## src/rtl/simt_stack_ctrl_pkg.sv

```systemverilog
// Shared SP branch-path types: branch ops, error codes, SIMT stack entry and controller state.
package simt_stack_ctrl_pkg;

  localparam int SIMT_STACK_DEPTH = 16;
  localparam int SIMT_WARP_SIZE   = 32;
  localparam int SIMT_PC_WIDTH    = 32;

  typedef enum logic [2:0] {
    BRA_NOP      = 3'd0,
    BRA_PC_ADD_4 = 3'd1,
    BRA_JUMP     = 3'd2,
    BRA_BRANCH   = 3'd3,
    BRA_PUSH     = 3'd4,
    BRA_POP      = 3'd5,
    BRA_FLUSH    = 3'd6
  } branch_op_t;

  localparam logic [31:0] KIANA_SP_ERR_STACK_OVERFLOW         = 32'h0000_0020;
  localparam logic [31:0] KIANA_SP_ERR_STACK_UNDERFLOW        = 32'h0000_0040;
  localparam logic [31:0] KIANA_SP_ERR_BRANCH_UNIT_INVALID_OP = 32'h0000_0080;

  typedef struct packed {
    logic [SIMT_PC_WIDTH-1:0]  pc;
    logic [SIMT_WARP_SIZE-1:0] mask;
  } simt_stack_entry_t;

  typedef enum logic [1:0] {
    ST_IDLE  = 2'd0,
    ST_PUSH2 = 2'd1,
    ST_RESP  = 2'd2
  } simt_ctrl_state_t;

  function automatic logic [SIMT_PC_WIDTH-1:0] pc_plus4(input logic [SIMT_PC_WIDTH-1:0] pc);
    return pc + SIMT_PC_WIDTH'(4);
  endfunction

endpackage

```

## src/rtl/simt_stack_ctrl_mem.sv

```systemverilog
// Reconvergence LIFO: DEPTH entries of {pc, mask}; push/pop are ignored when full/empty.
module simt_stack_ctrl_mem
  import simt_stack_ctrl_pkg::*;
#(
  parameter int DEPTH = SIMT_STACK_DEPTH,
  localparam int SPW  = $clog2(DEPTH + 1),
  localparam int AW   = $clog2(DEPTH)
) (
  input  logic              clk,
  input  logic              rst_n,
  input  logic              push_i,
  input  logic              pop_i,
  input  logic              flush_i,
  input  simt_stack_entry_t wdata_i,
  output simt_stack_entry_t top_o,
  output logic [SPW-1:0]    sp_o,
  output logic              full_o,
  output logic              empty_o
);

  simt_stack_entry_t mem_q [DEPTH];
  logic [SPW-1:0]    sp_q, sp_d;

  assign full_o  = (sp_q == SPW'(DEPTH));
  assign empty_o = (sp_q == {SPW{1'b0}});
  assign sp_o    = sp_q;
  assign top_o   = mem_q[AW'(sp_q - SPW'(1))];

  always_comb begin
    sp_d = sp_q;
    if (flush_i) begin
      sp_d = {SPW{1'b0}};
    end else if (push_i && !full_o) begin
      sp_d = sp_q + SPW'(1);
    end else if (pop_i && !empty_o) begin
      sp_d = sp_q - SPW'(1);
    end else begin
      sp_d = sp_q;
    end
  end

  always_ff @(posedge clk or negedge rst_n) begin
    if (!rst_n) sp_q <= {SPW{1'b0}};
    else        sp_q <= sp_d;
  end

  // Storage needs no reset: entries above sp are never read as valid.
  always_ff @(posedge clk) begin
    if (push_i && !full_o && !flush_i) mem_q[AW'(sp_q)] <= wdata_i;
  end

endmodule

```

## src/rtl/simt_stack_ctrl.sv

```systemverilog
// Per-warp SIMT divergence/reconvergence controller.
// Optional KIANA_SIMT_STACK_OCCUPANCY_EN adds depth_o and high_water_o.
module simt_stack_ctrl
  import simt_stack_ctrl_pkg::*;
#(
  parameter int WARP_SIZE = SIMT_WARP_SIZE,
  parameter int PC_WIDTH  = SIMT_PC_WIDTH,
  parameter int DEPTH     = SIMT_STACK_DEPTH,
  localparam int SPW      = $clog2(DEPTH + 1)
) (
  input  logic                 clk,
  input  logic                 rst_n,
  input  logic                 req_valid_i,
  output logic                 req_ready_o,
  input  logic [2:0]           req_op_i,
  input  logic [PC_WIDTH-1:0]  req_pc_i,
  input  logic [PC_WIDTH-1:0]  req_target_i,
  input  logic [PC_WIDTH-1:0]  req_reconv_pc_i,
  input  logic [WARP_SIZE-1:0] req_taken_mask_i,
  output logic                 resp_valid_o,
  output logic [PC_WIDTH-1:0]  next_pc_o,
  output logic [WARP_SIZE-1:0] active_mask_o,
  input  logic                 err_clr_i,
  output logic [31:0]          err_o
`ifdef KIANA_SIMT_STACK_OCCUPANCY_EN
  ,
  output logic [SPW-1:0]       depth_o,
  output logic [SPW-1:0]       high_water_o
`endif
);

  simt_ctrl_state_t     state_q, state_d;
  logic                 resp_valid_q, resp_valid_d;
  logic [PC_WIDTH-1:0]  next_pc_q, next_pc_d, pc4_q, pc4_d, tgt_q, tgt_d;
  logic [WARP_SIZE-1:0] mask_q, mask_d, taken_q, taken_d, taken_s;
  logic [31:0]          err_q, err_d, fault_s;
  logic                 accept_s, divergent_s, go_push2_s;
  logic                 push_s, pop_s, flush_s, full_s, empty_s;
  logic [SPW-1:0]       sp_s;
  simt_stack_entry_t    entry_s, top_s;
  branch_op_t           op_s;

  simt_stack_ctrl_mem #(.DEPTH(DEPTH)) u_mem (
    .clk(clk), .rst_n(rst_n), .push_i(push_s), .pop_i(pop_s), .flush_i(flush_s),
    .wdata_i(entry_s), .top_o(top_s), .sp_o(sp_s), .full_o(full_s), .empty_o(empty_s)
  );

  assign op_s        = branch_op_t'(req_op_i);
  assign accept_s    = req_valid_i && (state_q == ST_IDLE);
  assign taken_s     = req_taken_mask_i & mask_q;
  assign divergent_s = (taken_s != mask_q) && (taken_s != {WARP_SIZE{1'b0}});
  // Both pushes of a divergent branch must fit, so room for two is checked up front.
  assign go_push2_s  = accept_s && (op_s == BRA_BRANCH) && divergent_s &&
                       (sp_s <= SPW'(DEPTH - 2));

  always_ff @(posedge clk or negedge rst_n) begin
    if (!rst_n) state_q <= ST_IDLE;
    else        state_q <= state_d;
  end

  always_comb begin
    state_d = state_q;
    case (state_q)
      ST_IDLE:  if (accept_s) state_d = go_push2_s ? ST_PUSH2 : ST_RESP;
                else          state_d = ST_IDLE;
      ST_PUSH2: state_d = ST_RESP;
      ST_RESP:  state_d = ST_IDLE;
      default:  state_d = ST_IDLE;
    endcase
  end

  always_comb begin
    push_s = 1'b0; pop_s = 1'b0; flush_s = 1'b0; entry_s = '0; fault_s = 32'h0;
    next_pc_d = next_pc_q; mask_d = mask_q; resp_valid_d = 1'b0;
    pc4_d = pc4_q; tgt_d = tgt_q; taken_d = taken_q;
    if (accept_s) begin
      resp_valid_d = 1'b1;
      next_pc_d    = pc_plus4(req_pc_i);
      case (op_s)
        BRA_BRANCH: begin
          if (taken_s == mask_q) begin
            next_pc_d = req_target_i;
          end else if (!divergent_s) begin
            next_pc_d = pc_plus4(req_pc_i);
          end else if (go_push2_s) begin
            push_s       = 1'b1;
            entry_s.pc   = req_reconv_pc_i;
            entry_s.mask = mask_q;
            pc4_d        = pc_plus4(req_pc_i);
            tgt_d        = req_target_i;
            taken_d      = taken_s;
            resp_valid_d = 1'b0;
          end else begin
            fault_s = KIANA_SP_ERR_STACK_OVERFLOW;
          end
        end
        BRA_POP: begin
          if (!empty_s) begin
            pop_s     = 1'b1;
            next_pc_d = top_s.pc;
            mask_d    = top_s.mask;
          end else begin
            fault_s = KIANA_SP_ERR_STACK_UNDERFLOW;
          end
        end
        BRA_PUSH: begin
          if (!full_s) begin
            push_s       = 1'b1;
            entry_s.pc   = req_reconv_pc_i;
            entry_s.mask = mask_q;
          end else begin
            fault_s = KIANA_SP_ERR_STACK_OVERFLOW;
          end
        end
        BRA_JUMP:     next_pc_d = req_target_i;
        BRA_FLUSH: begin
          flush_s   = 1'b1;
          mask_d    = {WARP_SIZE{1'b1}};
          next_pc_d = req_target_i;
        end
        BRA_PC_ADD_4, BRA_NOP: next_pc_d = pc_plus4(req_pc_i);
        default:      fault_s = KIANA_SP_ERR_BRANCH_UNIT_INVALID_OP;
      endcase
    end else if (state_q == ST_PUSH2) begin
      push_s       = 1'b1;
      entry_s.pc   = pc4_q;
      entry_s.mask = mask_q & ~taken_q;
      next_pc_d    = tgt_q;
      mask_d       = taken_q;
      resp_valid_d = 1'b1;
    end else begin
      resp_valid_d = 1'b0;
    end
    // A fault raised in the clearing cycle must survive the clear.
    err_d = (err_clr_i ? 32'h0 : err_q) | fault_s;
  end

  always_ff @(posedge clk or negedge rst_n) begin
    if (!rst_n) begin
      resp_valid_q <= 1'b0;
      next_pc_q    <= {PC_WIDTH{1'b0}};
      mask_q       <= {WARP_SIZE{1'b1}};
      err_q        <= 32'h0;
      pc4_q        <= {PC_WIDTH{1'b0}};
      tgt_q        <= {PC_WIDTH{1'b0}};
      taken_q      <= {WARP_SIZE{1'b0}};
    end else begin
      resp_valid_q <= resp_valid_d;
      next_pc_q    <= next_pc_d;
      mask_q       <= mask_d;
      err_q        <= err_d;
      pc4_q        <= pc4_d;
      tgt_q        <= tgt_d;
      taken_q      <= taken_d;
    end
  end

  always_comb begin
    req_ready_o   = (state_q == ST_IDLE);
    resp_valid_o  = resp_valid_q;
    next_pc_o     = next_pc_q;
    active_mask_o = mask_q;
    err_o         = err_q;
  end

`ifdef KIANA_SIMT_STACK_OCCUPANCY_EN
  logic [SPW-1:0] high_water_q, high_water_d, hw_base_s;

  always_comb begin
    hw_base_s    = err_clr_i ? {SPW{1'b0}} : high_water_q;
    high_water_d = (sp_s > hw_base_s) ? sp_s : hw_base_s;
  end

  always_ff @(posedge clk or negedge rst_n) begin
    if (!rst_n) high_water_q <= {SPW{1'b0}};
    else        high_water_q <= high_water_d;
  end

  assign depth_o      = sp_s;
  assign high_water_o = high_water_q;
`endif

endmodule

```

## config.mk

```make
export PLATFORM = sky130hd
export DESIGN_NAME = simt_stack_ctrl
export DESIGN_NICKNAME = d
export VERILOG_FILES = /design/src/rtl/simt_stack_ctrl_pkg.sv /design/src/rtl/simt_stack_ctrl_mem.sv /design/src/rtl/simt_stack_ctrl.sv
export SDC_FILE = /design/constraint.sdc
export NUM_CORES = 1
export LEC_CHECK = 0
export ABC_AREA = 1
export BUFFER_PORTS_ARGS = -buffer_cell sky130_fd_sc_hd__buf_4
export CAP_MARGIN = 10
export CORE_MARGIN = 4
export CORE_UTILIZATION = 66
export DETAILED_ROUTE_END_ITERATION = 6
export PLACE_DENSITY_LB_ADDON = 0.25
export REMOVE_ABC_BUFFERS = 1
export SYNTH_ARGS = -nofsm -noshare
export SYNTH_HDL_FRONTEND = slang
export SYNTH_SLANG_ARGS = --single-unit
```

## constraint.sdc

```tcl
create_clock -name clk -period 14.8 [get_ports clk]
set_clock_uncertainty 0.2 [all_clocks]
set_input_delay 2.96 -clock clk [delete_from_list [all_inputs] [get_ports clk]]
set_output_delay 2.96 -clock clk [all_outputs]
set_load 0.05 [all_outputs]
```

==> impl_results.md <==
* Final Non-Filler Cells at 5416
* WP data arrival at 8.15 ns
* Layout area overhead at 11.9%
* Post-synthesis cell type count at 44
* Status: completed
* Hold Path Class: flip-flop to flip-flop
* Slew @ Worst Pin at roughly 1.3 ns
* DP HPWL at between 70000 and 80000 um
* Core Region at 74700 um2
* Number of synthesized flops with an enable pin at 1024
* Vias in the first global route at 34.1k
* DRC at 0
* # resized after CTS at 0
* PwrDens at ~210 nW/um2
* Worst setup SP type: primary input
* Mapped Area at 49900 um2
* Worst-path clk slew at around 0.060 ns
* Setup repair bufs after CTS at 0
* Leakage at about 21 nW
* Skew-Pair Late Insertion Delay at roughly 0.7 ns
* Cells along the critical path: buf_4, o21ai_0, nor2_1, nand2_1, nor2_1, nand2_1, nand3_4, nand2_2, nand2_2, a21oi_1
* Clk root buf: clkbuf_16
* First-pass GRT wire length at 204000 um
* Global Route Usage Sum at 33.2%
* Number of synthesized register bits at 1195
* Hold_buf cts at 0
* Initial antenna violation count at 4
* Endpoints failing setup at 0
* TritonCTS buffer count at between 100 and 150
* Tot Pwr at around 0.012 W
* Synth area leader: edfxtp_1
* Top cell type's share of synthesized area at 61.6%
* Initial core utilization at 66.8%
* Max Slew Vio Count at 0
* CTS sink cnt at 1195
* Vias/cell at roughly 6.5
* Rel. slew slack at 15.9%
* PortBufs at a little over 200
* Grt total ovfl at 0
* CP max stage cell: a21oi_1
* Die width at 283 um
* Post-Synthesis Cells at 4245
* Synth warn at 0
* Dominant cells by area after synthesis: edfxtp_1 (62%), dfrtp_1 (7.0%), nand2_1 (6.0%), o21ai_0 (4.7%), nor2_1 (3.1%)
* Die H at 283 um
* Routability cong. at 0.942
* Rows at 100
* Ports at 233
* Fraction of layout cells with a size suffix above 1 at 11.3%
* CP Class: primary input to flip-flop
* Final nets at approximately 4.5k
* CTS Buffer Depth at 3
* Max FO, Critical Path at just over 70
* Syn Area/Cell at 11.8 um2
* Finished Core Util at between 70% and 80%
* Period utilization at between 50% and 60%
* DR WL/cell at 25.1 um
* CTS tree: done
* H-tree lvl count at 3
* CP endpoint kind: flip-flop
* Placed cell count at roughly 5.2k
* ANT nets after route at 0
* F_max at ~120 MHz
* Largest net degree at the start of global routing at 249
* Final min period at between 8 and 9 ns
* Share of flip-flops with an asynchronous set or reset at 14.3%
* Setup TNS at 0 ns
* Drt initial violations at approximately 5.3k
* RSZ-0062 raised after global routing: no
* Register area share after synthesis at between 70% and 80%
* Vias post-DR at 35.2k
* Drt pass-1 iters at 6
* Die area at 80100 um2
* Data required time of the worst path at 14.90 ns
* Top FF cell, synth: edfxtp_1
* Layout fillers at 4624
* Largest stage delay on the critical path at 1.20 ns
* Final Hold Fails at 0
* Max-Cap Viols at 0
* Drt total wl at 136000 um
* Peak VDD IR at 0.000288 V
## logic make-up (layout without fill, tap and decap cells)
| group | after synthesis | after routing | synth area share (%) |
|---|---|---|---|
| AOI/OAI and AO/OA | 1028 | 1028 | 12.3 |
| xor gates and xnor gates | 26 | 26 | 0.471 |
| adders and majority gates | 6 | 6 | 0.150 |
| buffers and inverters | 494 | 664 | 4.14 |
| DFF | 1195 | 1195 | 70.3 |
| muxes | 60 | 60 | 1.20 |
| other | 1 | 33 | 0.00752 |
| and+or+nand+nor | 1435 | 1435 | 11.5 |
## cell usage after synthesis, types with 3 or more instances
library cell and count:
xnor2_1 5, inv_2 5, buf_1 34, buf_2 77, xor2_1 20, o221ai_1 96
a22oi_1 14, o211ai_1 84, ha_1 6, a21oi_1 229, nand2_1 794, inv_1 185
o22ai_1 34, edfxtp_1 1024, a22o_1 35, a32oi_1 4, dfstp_2 32, a32o_1 32
clkbuf_1 162, or2_2 5, nor3_1 21, mux2i_1 60, dfrtp_1 139, o21ai_1 18
nor2_1 407, nand3_1 197, buf_4 30, o21ai_0 471, a31oi_1 3, nand4_1 4
## cells in the final DEF, fill, tap and decap left out, drive strengths merged, types with 84 or more instances in the layout
cell type  count
a21oi        229
buf          260
clkbuf       155
dfrtp        139
edfxtp      1024
inv          193
nand2        796
nand3        198
nor2         408
o211ai        84
o21ai        489
o221ai        96
## worst max-delay path, delay by kind of cell
family          cells  cell delay, ns
simple gates        7            3.38
buf+inv             1            0.14
compound gates      2            1.63
## sequential cells by signal, summed over array words and instances, names as in the netlist
register,flops
resp_valid_o,1
taken_q,32
tgt_q,32
pc4_q,32
next_pc_o,32
u_mem.sp_o,5
state_q,2
u_mem.mem_q,1024
err_o,3
active_mask_o,32
## per-layer routing
layer	track usage, %	wire length (um)	vias to the layer above
met3	6.95	15900	389
met2	52.4	64500	2427
met1	45.5	49800	16984
li1	-	-	15401
met4	14.6	6020	0
met5	0	0	-
## report_power, final
| group | total, W | internal, W | switching [W] |
|---|---|---|---|
| Combinational | 0.00469 | 0.00134 | 0.00335 |
| Sequential | 0.00429 | 0.00403 | 0.000262 |
| Clock | 0.00291 | 0.00171 | 0.00121 |
| Total | 0.0119 | 0.00708 | 0.00482 |
## final timing paths
| kind | startpoint | end | slack (ns) | depth (start not counted) |
|---|---|---|---|---|
| max in group asynchronous | rst_n | pc4_q[5] | 10.23 | 3 |
| max | req_taken_mask_i[7] | u_mem.mem_q[12][31] | 6.75 | 10 |
| max reg2reg | active_mask_o[7] | u_mem.mem_q[12][31] | 8.51 | 10 |
| min | tgt_q[16] | tgt_q[16] | 0.28 | 2 |
| min in group asynchronous | rst_n | taken_q[22] | 2.09 | 1 |
| min reg2reg | tgt_q[16] | tgt_q[16] | 0.28 | 2 |
## stage by stage
| stage | area, um2 | worst slack [ns] | hold WS, ns |
|---|---|---|---|
| 2_1_floorplan | 48700 | -19.65 | 0.249 |
| 3_3_place_gp | 52100 | 6.34 | 0.263 |
| 3_5_place_dp | 52100 | 6.29 | 0.266 |
| 4_1_cts | 55800 | 6.97 | 0.283 |
| 5_1_grt | 55800 | 6.70 | 0.298 |
| 6_report | 55800 | 6.75 | 0.283 |
## area by class of cell
cell class	count	area, um2	share of cell area [%]
antenna	4	10.0	0.0179
clock buffer	154	3060	5.49
clock inverter	58	671	1.20
inverter	191	738	1.32
multi-input combinational	2584	13100	23.4
sequential	1195	35100	62.8
tap	969	1210	2.17
timing repair buffer	261	1980	3.54
Note: power is estimated with default switching activity, not from simulation.
